### src/rtl/game_ctrl_if.sv
// Bus between the game controller and the rest of the game: frame timing,
// player/ball events in, and state, ball control and scores out.
interface game_ctrl_if #(
    parameter int SCORE_W = 3
);
    logic               frame_tick_i;
    logic               start_i;
    logic               miss_player_i;
    logic               miss_pc_i;
    logic [2:0]         state_o;
    logic               ball_run_o;
    logic               ball_center_o;
    logic               serve_dir_o;
    logic [SCORE_W-1:0] score_player_o;
    logic [SCORE_W-1:0] score_pc_o;
    logic               winner_o;

    // Game-side logic that drives events and consumes the controller outputs
    modport master (
        output frame_tick_i, start_i, miss_player_i, miss_pc_i,
        input  state_o, ball_run_o, ball_center_o, serve_dir_o,
               score_player_o, score_pc_o, winner_o
    );

    // The controller itself
    modport slave (
        input  frame_tick_i, start_i, miss_player_i, miss_pc_i,
        output state_o, ball_run_o, ball_center_o, serve_dir_o,
               score_player_o, score_pc_o, winner_o
    );
endinterface

### src/rtl/game_ctrl.sv
// Pong match controller: sequences serve, rally, point freeze and game over,
// keeps both scores and tells the ball datapath whether to run or centre.
module game_ctrl #(
    parameter int WIN_SCORE    = 5,
    parameter int SERVE_FRAMES = 60,
    parameter int POINT_FRAMES = 30
) (
    input logic        clk_i,
    input logic        rst_i,
    game_ctrl_if.slave bus
);
    localparam int SCORE_W = $clog2(WIN_SCORE + 1);
    localparam int CNT_MAX = (SERVE_FRAMES > POINT_FRAMES) ? SERVE_FRAMES : POINT_FRAMES;
    localparam int CNT_W   = $clog2(CNT_MAX + 1);

    localparam logic [CNT_W-1:0]   SERVE_LOAD = CNT_W'(SERVE_FRAMES - 1);
    localparam logic [CNT_W-1:0]   POINT_LOAD = CNT_W'(POINT_FRAMES - 1);
    localparam logic [CNT_W-1:0]   CNT_ONE    = CNT_W'(1);
    localparam logic [SCORE_W-1:0] WIN_VAL    = SCORE_W'(WIN_SCORE);
    localparam logic [SCORE_W-1:0] SCORE_ONE  = SCORE_W'(1);

    typedef enum logic [2:0] {
        IDLE  = 3'd0,
        SERVE = 3'd1,
        PLAY  = 3'd2,
        POINT = 3'd3,
        OVER  = 3'd4
    } state_t;

    state_t             state_q, state_d;
    logic [CNT_W-1:0]   cnt_q, cnt_d;
    logic [SCORE_W-1:0] score_player_q, score_player_d;
    logic [SCORE_W-1:0] score_pc_q, score_pc_d;
    logic               serve_dir_q, serve_dir_d;

    // Register all controller state; reset returns to an idle, centred ball
    always_ff @(posedge clk_i) begin
        if (rst_i) begin
            state_q        <= IDLE;
            cnt_q          <= '0;
            score_player_q <= '0;
            score_pc_q     <= '0;
            serve_dir_q    <= 1'b1;
        end else begin
            state_q        <= state_d;
            cnt_q          <= cnt_d;
            score_player_q <= score_player_d;
            score_pc_q     <= score_pc_d;
            serve_dir_q    <= serve_dir_d;
        end
    end

    // Next-state rules: the shared frame counter times both serve and point phases
    always_comb begin
        state_d        = state_q;
        cnt_d          = cnt_q;
        score_player_d = score_player_q;
        score_pc_d     = score_pc_q;
        serve_dir_d    = serve_dir_q;
        case (state_q)
            IDLE, OVER: begin
                if (bus.start_i) begin
                    state_d        = SERVE;
                    cnt_d          = SERVE_LOAD;
                    score_player_d = '0;
                    score_pc_d     = '0;
                    serve_dir_d    = 1'b1;
                end
            end
            SERVE: begin
                if (bus.frame_tick_i) begin
                    if (cnt_q == '0) state_d = PLAY;
                    else             cnt_d   = cnt_q - CNT_ONE;
                end
            end
            PLAY: begin
                if (bus.miss_player_i && bus.miss_pc_i) begin
                    state_d = SERVE;
                    cnt_d   = SERVE_LOAD;
                end else if (bus.miss_pc_i) begin
                    if (score_player_q != WIN_VAL) score_player_d = score_player_q + SCORE_ONE;
                    serve_dir_d = 1'b0;
                    state_d     = POINT;
                    cnt_d       = POINT_LOAD;
                end else if (bus.miss_player_i) begin
                    if (score_pc_q != WIN_VAL) score_pc_d = score_pc_q + SCORE_ONE;
                    serve_dir_d = 1'b1;
                    state_d     = POINT;
                    cnt_d       = POINT_LOAD;
                end
            end
            POINT: begin
                if (bus.frame_tick_i) begin
                    if (cnt_q != '0) begin
                        cnt_d = cnt_q - CNT_ONE;
                    end else if (score_player_q == WIN_VAL || score_pc_q == WIN_VAL) begin
                        state_d = OVER;
                    end else begin
                        state_d = SERVE;
                        cnt_d   = SERVE_LOAD;
                    end
                end
            end
            default: state_d = IDLE;
        endcase
    end

    // Moore output decode of the registered state
    always_comb begin
        bus.state_o        = state_q;
        bus.ball_run_o     = 1'b0;
        bus.ball_center_o  = 1'b0;
        bus.winner_o       = 1'b0;
        bus.serve_dir_o    = serve_dir_q;
        bus.score_player_o = score_player_q;
        bus.score_pc_o     = score_pc_q;
        case (state_q)
            IDLE, SERVE: bus.ball_center_o = 1'b1;
            PLAY:        bus.ball_run_o    = 1'b1;
            OVER: begin
                bus.ball_center_o = 1'b1;
                bus.winner_o      = (score_player_q == WIN_VAL);
            end
            default: ;
        endcase
    end
endmodule

### src/flat_wrapper.sv
// flat-port wrapper written by rule: the top's interface ports become plain ports
module game_ctrl_flat 
#(
    parameter int WIN_SCORE    = 5,
    parameter int SERVE_FRAMES = 60,
    parameter int POINT_FRAMES = 30
)
  (clk_i, rst_i, bus_frame_tick_i, bus_start_i, bus_miss_player_i, bus_miss_pc_i, bus_state_o, bus_ball_run_o, bus_ball_center_o, bus_serve_dir_o, bus_score_player_o, bus_score_pc_o, bus_winner_o);
  game_ctrl_if #(.SCORE_W(($clog2(WIN_SCORE + 1)))) bus_i ();
  input logic clk_i;
  input logic rst_i;
  input wire logic [$bits(bus_i.frame_tick_i)-1:0] bus_frame_tick_i;
  input wire logic [$bits(bus_i.start_i)-1:0] bus_start_i;
  input wire logic [$bits(bus_i.miss_player_i)-1:0] bus_miss_player_i;
  input wire logic [$bits(bus_i.miss_pc_i)-1:0] bus_miss_pc_i;
  output wire logic [$bits(bus_i.state_o)-1:0] bus_state_o;
  output wire logic [$bits(bus_i.ball_run_o)-1:0] bus_ball_run_o;
  output wire logic [$bits(bus_i.ball_center_o)-1:0] bus_ball_center_o;
  output wire logic [$bits(bus_i.serve_dir_o)-1:0] bus_serve_dir_o;
  output wire logic [$bits(bus_i.score_player_o)-1:0] bus_score_player_o;
  output wire logic [$bits(bus_i.score_pc_o)-1:0] bus_score_pc_o;
  output wire logic [$bits(bus_i.winner_o)-1:0] bus_winner_o;
  assign bus_i.frame_tick_i = bus_frame_tick_i;
  assign bus_i.start_i = bus_start_i;
  assign bus_i.miss_player_i = bus_miss_player_i;
  assign bus_i.miss_pc_i = bus_miss_pc_i;
  assign bus_state_o = bus_i.state_o;
  assign bus_ball_run_o = bus_i.ball_run_o;
  assign bus_ball_center_o = bus_i.ball_center_o;
  assign bus_serve_dir_o = bus_i.serve_dir_o;
  assign bus_score_player_o = bus_i.score_player_o;
  assign bus_score_pc_o = bus_i.score_pc_o;
  assign bus_winner_o = bus_i.winner_o;
  game_ctrl #(.WIN_SCORE(WIN_SCORE), .SERVE_FRAMES(SERVE_FRAMES), .POINT_FRAMES(POINT_FRAMES)) u_core (.clk_i(clk_i), .rst_i(rst_i), .bus(bus_i));
endmodule
### config.mk
export PLATFORM = sky130hd
export DESIGN_NAME = game_ctrl_flat
export DESIGN_NICKNAME = d
export VERILOG_FILES = /design/src/rtl/game_ctrl_if.sv /design/src/rtl/game_ctrl.sv /design/src/flat_wrapper.sv
export SDC_FILE = /design/constraint.sdc
export NUM_CORES = 1
export LEC_CHECK = 0
export ABC_AREA = 1
export CAP_MARGIN = 20
export CORE_MARGIN = 3
export CORE_UTILIZATION = 51
export CTS_BUF_LIST = sky130_fd_sc_hd__clkbuf_16
export DETAILED_ROUTE_END_ITERATION = 10
export PLACE_DENSITY = 0.78
export SETUP_SLACK_MARGIN = 0.05
export SYNTH_ARGS = -nofsm -noshare
export SYNTH_HDL_FRONTEND = slang
export SYNTH_SLANG_ARGS = --single-unit
### constraint.sdc
create_clock -name clk_i -period 1.6 [get_ports clk_i]
set_input_delay 0.16 -clock clk_i [delete_from_list [all_inputs] [get_ports clk_i]]
set_output_delay 0.16 -clock clk_i [all_outputs]
set_load 0.01 [all_outputs]
==> results.json, run 1 <==
{
  "postSynthCellCount": 164,
  "initial_utilization_pct": 57.9,
  "ys_warn_count": 0,
  "rows": 15,
  "grt_use_total_pct": 23.3,
  "endpoint_kind": "flop",
  "top_layer_used": "met4",
  "synth-simple-area-share_pct": 38.8,
  "synth_nets": 175,
  "status": "completed",
  "synth-xor-area-share_pct": 1.63,
  "place_ws_ns": 0.0354,
  "setup_tns_ns": 0,
  "portBuffers": 18,
  "ys_seq_area_share_pct": 29.8,
  "grt_max_degree": 10,
  "setup_ws_ns": 0.0839,
  "drtAntennaViolNets": 0,
  "coreArea_um2": 1860,
  "wl_met1_mm": 1.29,
  "die_h_um": 51.9,
  "slowest_stage": "dfxtp_2",
  "cpMostUsedCell": "nand2_1",
  "worstPathArrival_ns": 1.66,
  "gp_congestion": 0.958,
  "dieArea_um2": 2700,
  "netlist_area_um2": 1080,
  "setup_viol": 0,
  "path_class": "reg2reg",
  "grt.overflow.total": 0,
  "htreeDepth": 1,
  "dp_hpwl_mm": 1.97,
  "start_kind": "flop",
  "cts.sinks": 16,
  "ioPinCount": 19,
  "leakage_nw": 0.703,
  "diodes": 0,
  "fmax_mhz": 660,
  "cts_made_buffers": 3,
  "slowest_delay_ns": 0.34,
  "clockBufferDepth": 2,
  "dr.first_iter.drc_count": 43,
  "crit_path_max_fanout": 7,
  "wl_mm": 2.89,
  "synth_compound_area_share_pct": 14.5,
  "grt_pass1_wl_mm": 4.73,
  "ir_drop_v": 0.00122,
  "wl_met3_um": 175,
  "final_hold_viol_count": 0,
  "cts_tree": "yes",
  "hold_buffers": 0,
  "post-route-min-period_ns": 1.52,
  "clock_skew_ns": 0.00782,
  "synth_cell_type_count": 23,
  "vias": 1182,
  "cts_root_buf": "clkbuf_16",
  "first_pass_iters": 5,
  "dieWidth_um": 51.9,
  "ys_seq_elements": 16,
  "min_path_type": "reg2reg",
  "avgSynthCellArea_um2": 6.56,
  "drc": 0,
  "synth_top_family_by_area": "simple AND/OR/NAND/NOR gates",
  "cp_cell_sequence": "inv_1, ha_2, nand2_4, nand2_2, nand2_1, nand2_1, nand2_2, nand3_4, inv_4, nand2_1, nor2_1, nor2_2",
  "worst_ep_required_time_ns": 1.74,
  "routedWlPerCell_um": 13.0,
  "rsz0062_at_grt": "yes",
  "synth_mux_area_share_pct": 0,
  "synth_flop_cell": "dfxtp_1",
  "final_max_slew_viol_count": 0,
  "wl_met2_mm": 1.35,
  "nets": 210,
  "area_growth_pct": 39.4,
  "max_cap_viol_count": 0,
  "synth-adder-area-share_pct": 5.81,
  "async_flop_share_pct": 0,
  "synth_edf_count": 0,
  "worstMarginPinSlew_ns": 0.293,
  "drive_gt1_share_pct": 26.8,
  "grt_pass1_vias": 1125,
  "pwr_density_cell_nw_per_um2": 1910,
  "antenna_found_initial": 0,
  "path_clk_slew_ns": 0.05,
  "avgViaCountPerCell": 5.30,
  "slew_headroom_pct": 80.4,
  "timing.final.crit_share_pct": 94.8,
  "insertion_delay_ns": 0.25
}
## flip-flops by register name, indices dropped and copies added (netlist names)
| name | cells |
|---|---|
| u_core.bus.score_player_o | 3 |
| u_core.bus.serve_dir_o | 1 |
| u_core.cnt_q | 6 |
| u_core.bus.state_o | 3 |
| u_core.bus.score_pc_o | 3 |
## metrics by stage
step                      std cells  utilization, %  hold slack [ns]  area [um^2]  power (mW)
after floorplan                 164               -            0.229         1080        1.68
after global placement          216            72.9            0.433         1360        2.16
after detailed placement        216            72.9            0.463         1360        2.19
after CTS                       220            77.6            0.472         1440        2.73
after global routing            223            80.7            0.491         1500        3.07
final                           223            80.7            0.464         1500        2.86
## cells in the final DEF, fill, tap and decap left out, drive strengths merged, types with 2 or more instances in the layout
| cell type | instances |
|---|---|
| buf | 12 |
| nand4 | 4 |
| nand3 | 11 |
| clkbuf | 4 |
| nor2 | 20 |
| a21oi | 16 |
| clkdlybuf4s50 | 15 |
| dlygate4sd2 | 2 |
| inv | 26 |
| clkinv | 2 |
| o21ai | 11 |
| nor3 | 5 |
| nand2 | 45 |
| ha | 5 |
| dfxtp | 16 |
| xor2 | 2 |
## metal layers
metal | up-vias | global-route usage [%]
met5 | - | 0
met4 | 0 | 10.5
met3 | 8 | 2.87
met2 | 59 | 40.2
met1 | 524 | 28.5
li1 | 591 | -
## final timing paths
| check | endpoint | startpoint | slack [ns] | cells past startpoint |
|---|---|---|---|---|
| setup / recovery | u_core.cnt_q[5] | u_core.bus.score_player_o[1] | 0.08 | 12 |
| hold / removal | u_core.bus.serve_dir_o | u_core.bus.serve_dir_o | 0.46 | 2 |
| setup reg to reg | u_core.cnt_q[5] | u_core.bus.score_player_o[1] | 0.08 | 12 |
| hold reg to reg | u_core.bus.serve_dir_o | u_core.bus.serve_dir_o | 0.46 | 2 |
## worst max-delay path: cells and delay by family (launching register included)
kind	cells	cell delay (ns)
flops	1	0.34
fa+ha+maj	1	0.18
simple gates	9	0.72
buf+inv	2	0.17
## logic make-up (layout without fill, tap and decap cells)
kind of cell | count (synthesis) | count (layout)
DFF | 16 | 16
adders and majority gates | 5 | 5
xor gates and xnor gates | 2 | 2
AOI/OAI and AO/OA | 28 | 28
buffers and inverters | 27 | 61
and+or+nand+nor | 86 | 86
## Yosys cell counts, types with 2 or more instances
library cell,instances,area [um^2]
nor2_1,13,48.8
nand4_1,4,25.0
a21oi_1,14,70.1
nand3_4,2,35.0
xor2_1,2,17.5
ha_1,5,62.6
nand2_2,4,25.0
inv_2,6,22.5
a21oi_2,2,17.5
inv_1,20,75.1
nand2_1,41,154
o21ai_0,3,15.0
nor2_2,6,37.5
nor3_1,4,20.0
nand3_1,9,45.0
o21ai_2,2,17.5
o21ai_1,6,30.0
dfxtp_1,16,320
## cell type report
type,count,area (um^2)
clock buffer,3,75.1
fill,115,358
inverter,27,104
sequential,16,332
clock inverter,1,3.75
timing repair buffer,30,263
tap,25,31.3
multi-input combinational,121,692
## repair_timing
item,CTS,global route
endpoints found under the hold margin,0,0
endpoints found under the setup margin,3,10
pin swaps,0,5
buffers inserted,0,3
resized for setup,9,15
## report_power, final
part,internal (mW),switching [mW]
registers,0.560,0.137
clock network,0.331,0.157
logic,0.682,0.994
Power figures use the tool's default switching activity.
==> run 2: changes to the inputs <==
- CAP_MARGIN: 20 -> unset
- CORE_MARGIN: 3 -> unset
==> results.json, run 2 (same netlist as run 1, synthesis figures left out) <==
{
  "r2r-end": "u_core.cnt_q[5]",
  "cts_tree": "yes",
  "pwr_density_cell_nw_per_um2": 1900,
  "wl_mm": 2.77,
  "crit_start": "u_core.bus.score_pc_o[1]",
  "fmax_mhz": 683,
  "drtAntennaViolNets": 0,
  "grt_use_total_pct": 24.8,
  "start_kind": "flop",
  "drc": 0,
  "slowest_delay_ns": 0.34,
  "post-route-min-period_ns": 1.46,
  "initial_utilization_pct": 54.3,
  "nets": 209,
  "instances_no_fill": 223,
  "path_class": "reg2reg",
  "grt_max_degree": 9,
  "largest_register": "u_core.cnt_q",
  "endpoint_kind": "flop",
  "leakage_nw": 0.681,
  "grt.overflow.total": 0,
  "top_layer_used": "met4",
  "cts_root_buf": "clkbuf_16",
  "area_growth_pct": 36.6,
  "cts.sinks": 16,
  "grt_pass1_vias": 1000,
  "die_h_um": 47.9,
  "min_path_type": "reg2reg",
  "mostFrequentLayoutCells": "38 x nand2_1, 20 x inv_1, 15 x clkdlybuf4s50_1",
  "ir_drop_v": 0.00120,
  "diodes": 0,
  "wl_met3_um": 192,
  "dp_hpwl_mm": 2.04,
  "fillerInstances": 162,
  "min_from": "u_core.bus.serve_dir_o",
  "htreeDepth": 1,
  "clockBufferDepth": 2,
  "portBuffers": 18,
  "final_max_slew_viol_count": 0,
  "first_pass_iters": 4,
  "placed_cells": 220,
  "rows": 16,
  "reg2reg_setup_slack_ns": 0.14,
  "setup_viol": 0,
  "drive_gt1_share_pct": 25.0,
  "path_clk_slew_ns": 0.05,
  "grt_pass1_wl_mm": 3.93,
  "largest_reg_flops": 6,
  "wl_met1_mm": 1.17,
  "fin_util_pct": 74.2,
  "antenna_found_initial": 0,
  "coreArea_um2": 1980,
  "ioPinCount": 19,
  "insertion_delay_ns": 0.25,
  "avgViaCountPerCell": 5.26,
  "worstMarginPinSlew_ns": 0.252,
  "worst_r2r_path_depth": 12,
  "crit_path_max_fanout": 7,
  "r2r-start": "u_core.bus.score_pc_o[1]",
  "gp_congestion": 0.923,
  "rsz0062_at_grt": "yes",
  "wl_met2_mm": 1.33,
  "routedWlPerCell_um": 12.4,
  "clock_skew_ns": 0.00172,
  "timing.final.crit_share_pct": 91.5,
  "vias": 1173,
  "status": "completed",
  "cts_made_buffers": 3,
  "dr.first_iter.drc_count": 29,
  "slowest_stage": "dfxtp_1",
  "mostFrequentLayoutCell": "nand2_1",
  "max_cap_viol_count": 0,
  "worstPathArrival_ns": 1.61,
  "worstHoldPathCells": 2,
  "hold_buffers": 0,
  "worst_ep_required_time_ns": 1.74,
  "dieArea_um2": 2300,
  "cp_cell_sequence": "inv_1, ha_1, nand2_2, nand2_2, nand2_1, nand2_1, nand2_2, nand3_4, inv_4, nand2_1, nor2_2, nor2_2",
  "cp-endpoint": "u_core.cnt_q[5]",
  "dieWidth_um": 47.9,
  "slew_headroom_pct": 83.1,
  "final_hold_viol_count": 0
}
## run 2: cell count changes in the layout (fill, tap and decap cells not counted), sizes merged
cell / delta
buf: -1
clkinv: -1
## run 2: where the power goes
group          total, mW  internal, mW  switching [mW]
Combinational       1.64         0.667           0.975
Clock              0.481         0.328           0.153
Sequential         0.674         0.550           0.124
## run 2: stage by stage
| stage | setup TNS [ns] | worst slack, ns | hold WS (ns) | total power [mW] | cell area, um^2 |
|---|---|---|---|---|---|
| 2_1_floorplan | 0 | 0.159 | 0.229 | 1.68 | 1080 |
| 3_3_place_gp | 0 | 0.0996 | 0.435 | 2.19 | 1370 |
| 3_5_place_dp | 0 | 0.0372 | 0.444 | 2.22 | 1370 |
| 4_1_cts | 0 | 0.0507 | 0.453 | 2.71 | 1450 |
| 5_1_grt | -0.000953 | -0.000953 | 0.468 | 2.98 | 1470 |
| 6_report | 0 | 0.137 | 0.453 | 2.80 | 1470 |
## run 2: how the worst min path moves through the flow
stage                                              end  slack [ns]
after floorplan           u_core.bus.score_player_o[2]        0.23
after global routing            u_core.bus.serve_dir_o        0.47
final                           u_core.bus.serve_dir_o        0.45
after global placement          u_core.bus.serve_dir_o        0.44
after detailed placement        u_core.bus.serve_dir_o        0.44
after CTS                       u_core.bus.serve_dir_o        0.45
## run 2: timing repair
| item | in CTS | in global routing |
|---|---|---|
| endpoints found under the hold margin | 0 | 0 |
| pin swaps | 0 | 3 |
| buffers inserted | 0 | 0 |
| endpoints found under the setup margin | 4 | 9 |
| gates resized for setup | 6 | 12 |
## run 2: cell type report
cell class	count	area, um^2	area share, %
Multi-Input combinational cell	121	677	46.0
Sequential cell	16	325	22.1
Timing Repair Buffer	29	255	17.4
Inverter	27	104	7.06
Clock buffer	3	75.1	5.11
Tap cell	27	33.8	2.30
## run 2: metal layers
layer,up-vias,global-route usage [%]
li1,596,-
met4,0,13.3
met1,513,31.5
met3,11,3.40
met2,53,40.5
met5,-,0
## run 2: worst max-delay path, delay by kind of cell, from the launching register on
family	cells	cell delay, ns
and+or+nand+nor	9	0.67
DFF	1	0.34
adders and majority gates	1	0.19
buffers and inverters	2	0.15
==> run 3: changes to the inputs <==
- SLEW_MARGIN: unset -> 10
==> results of run 3 <==
Final layout, timing and power as in run 2 (identical DEF).
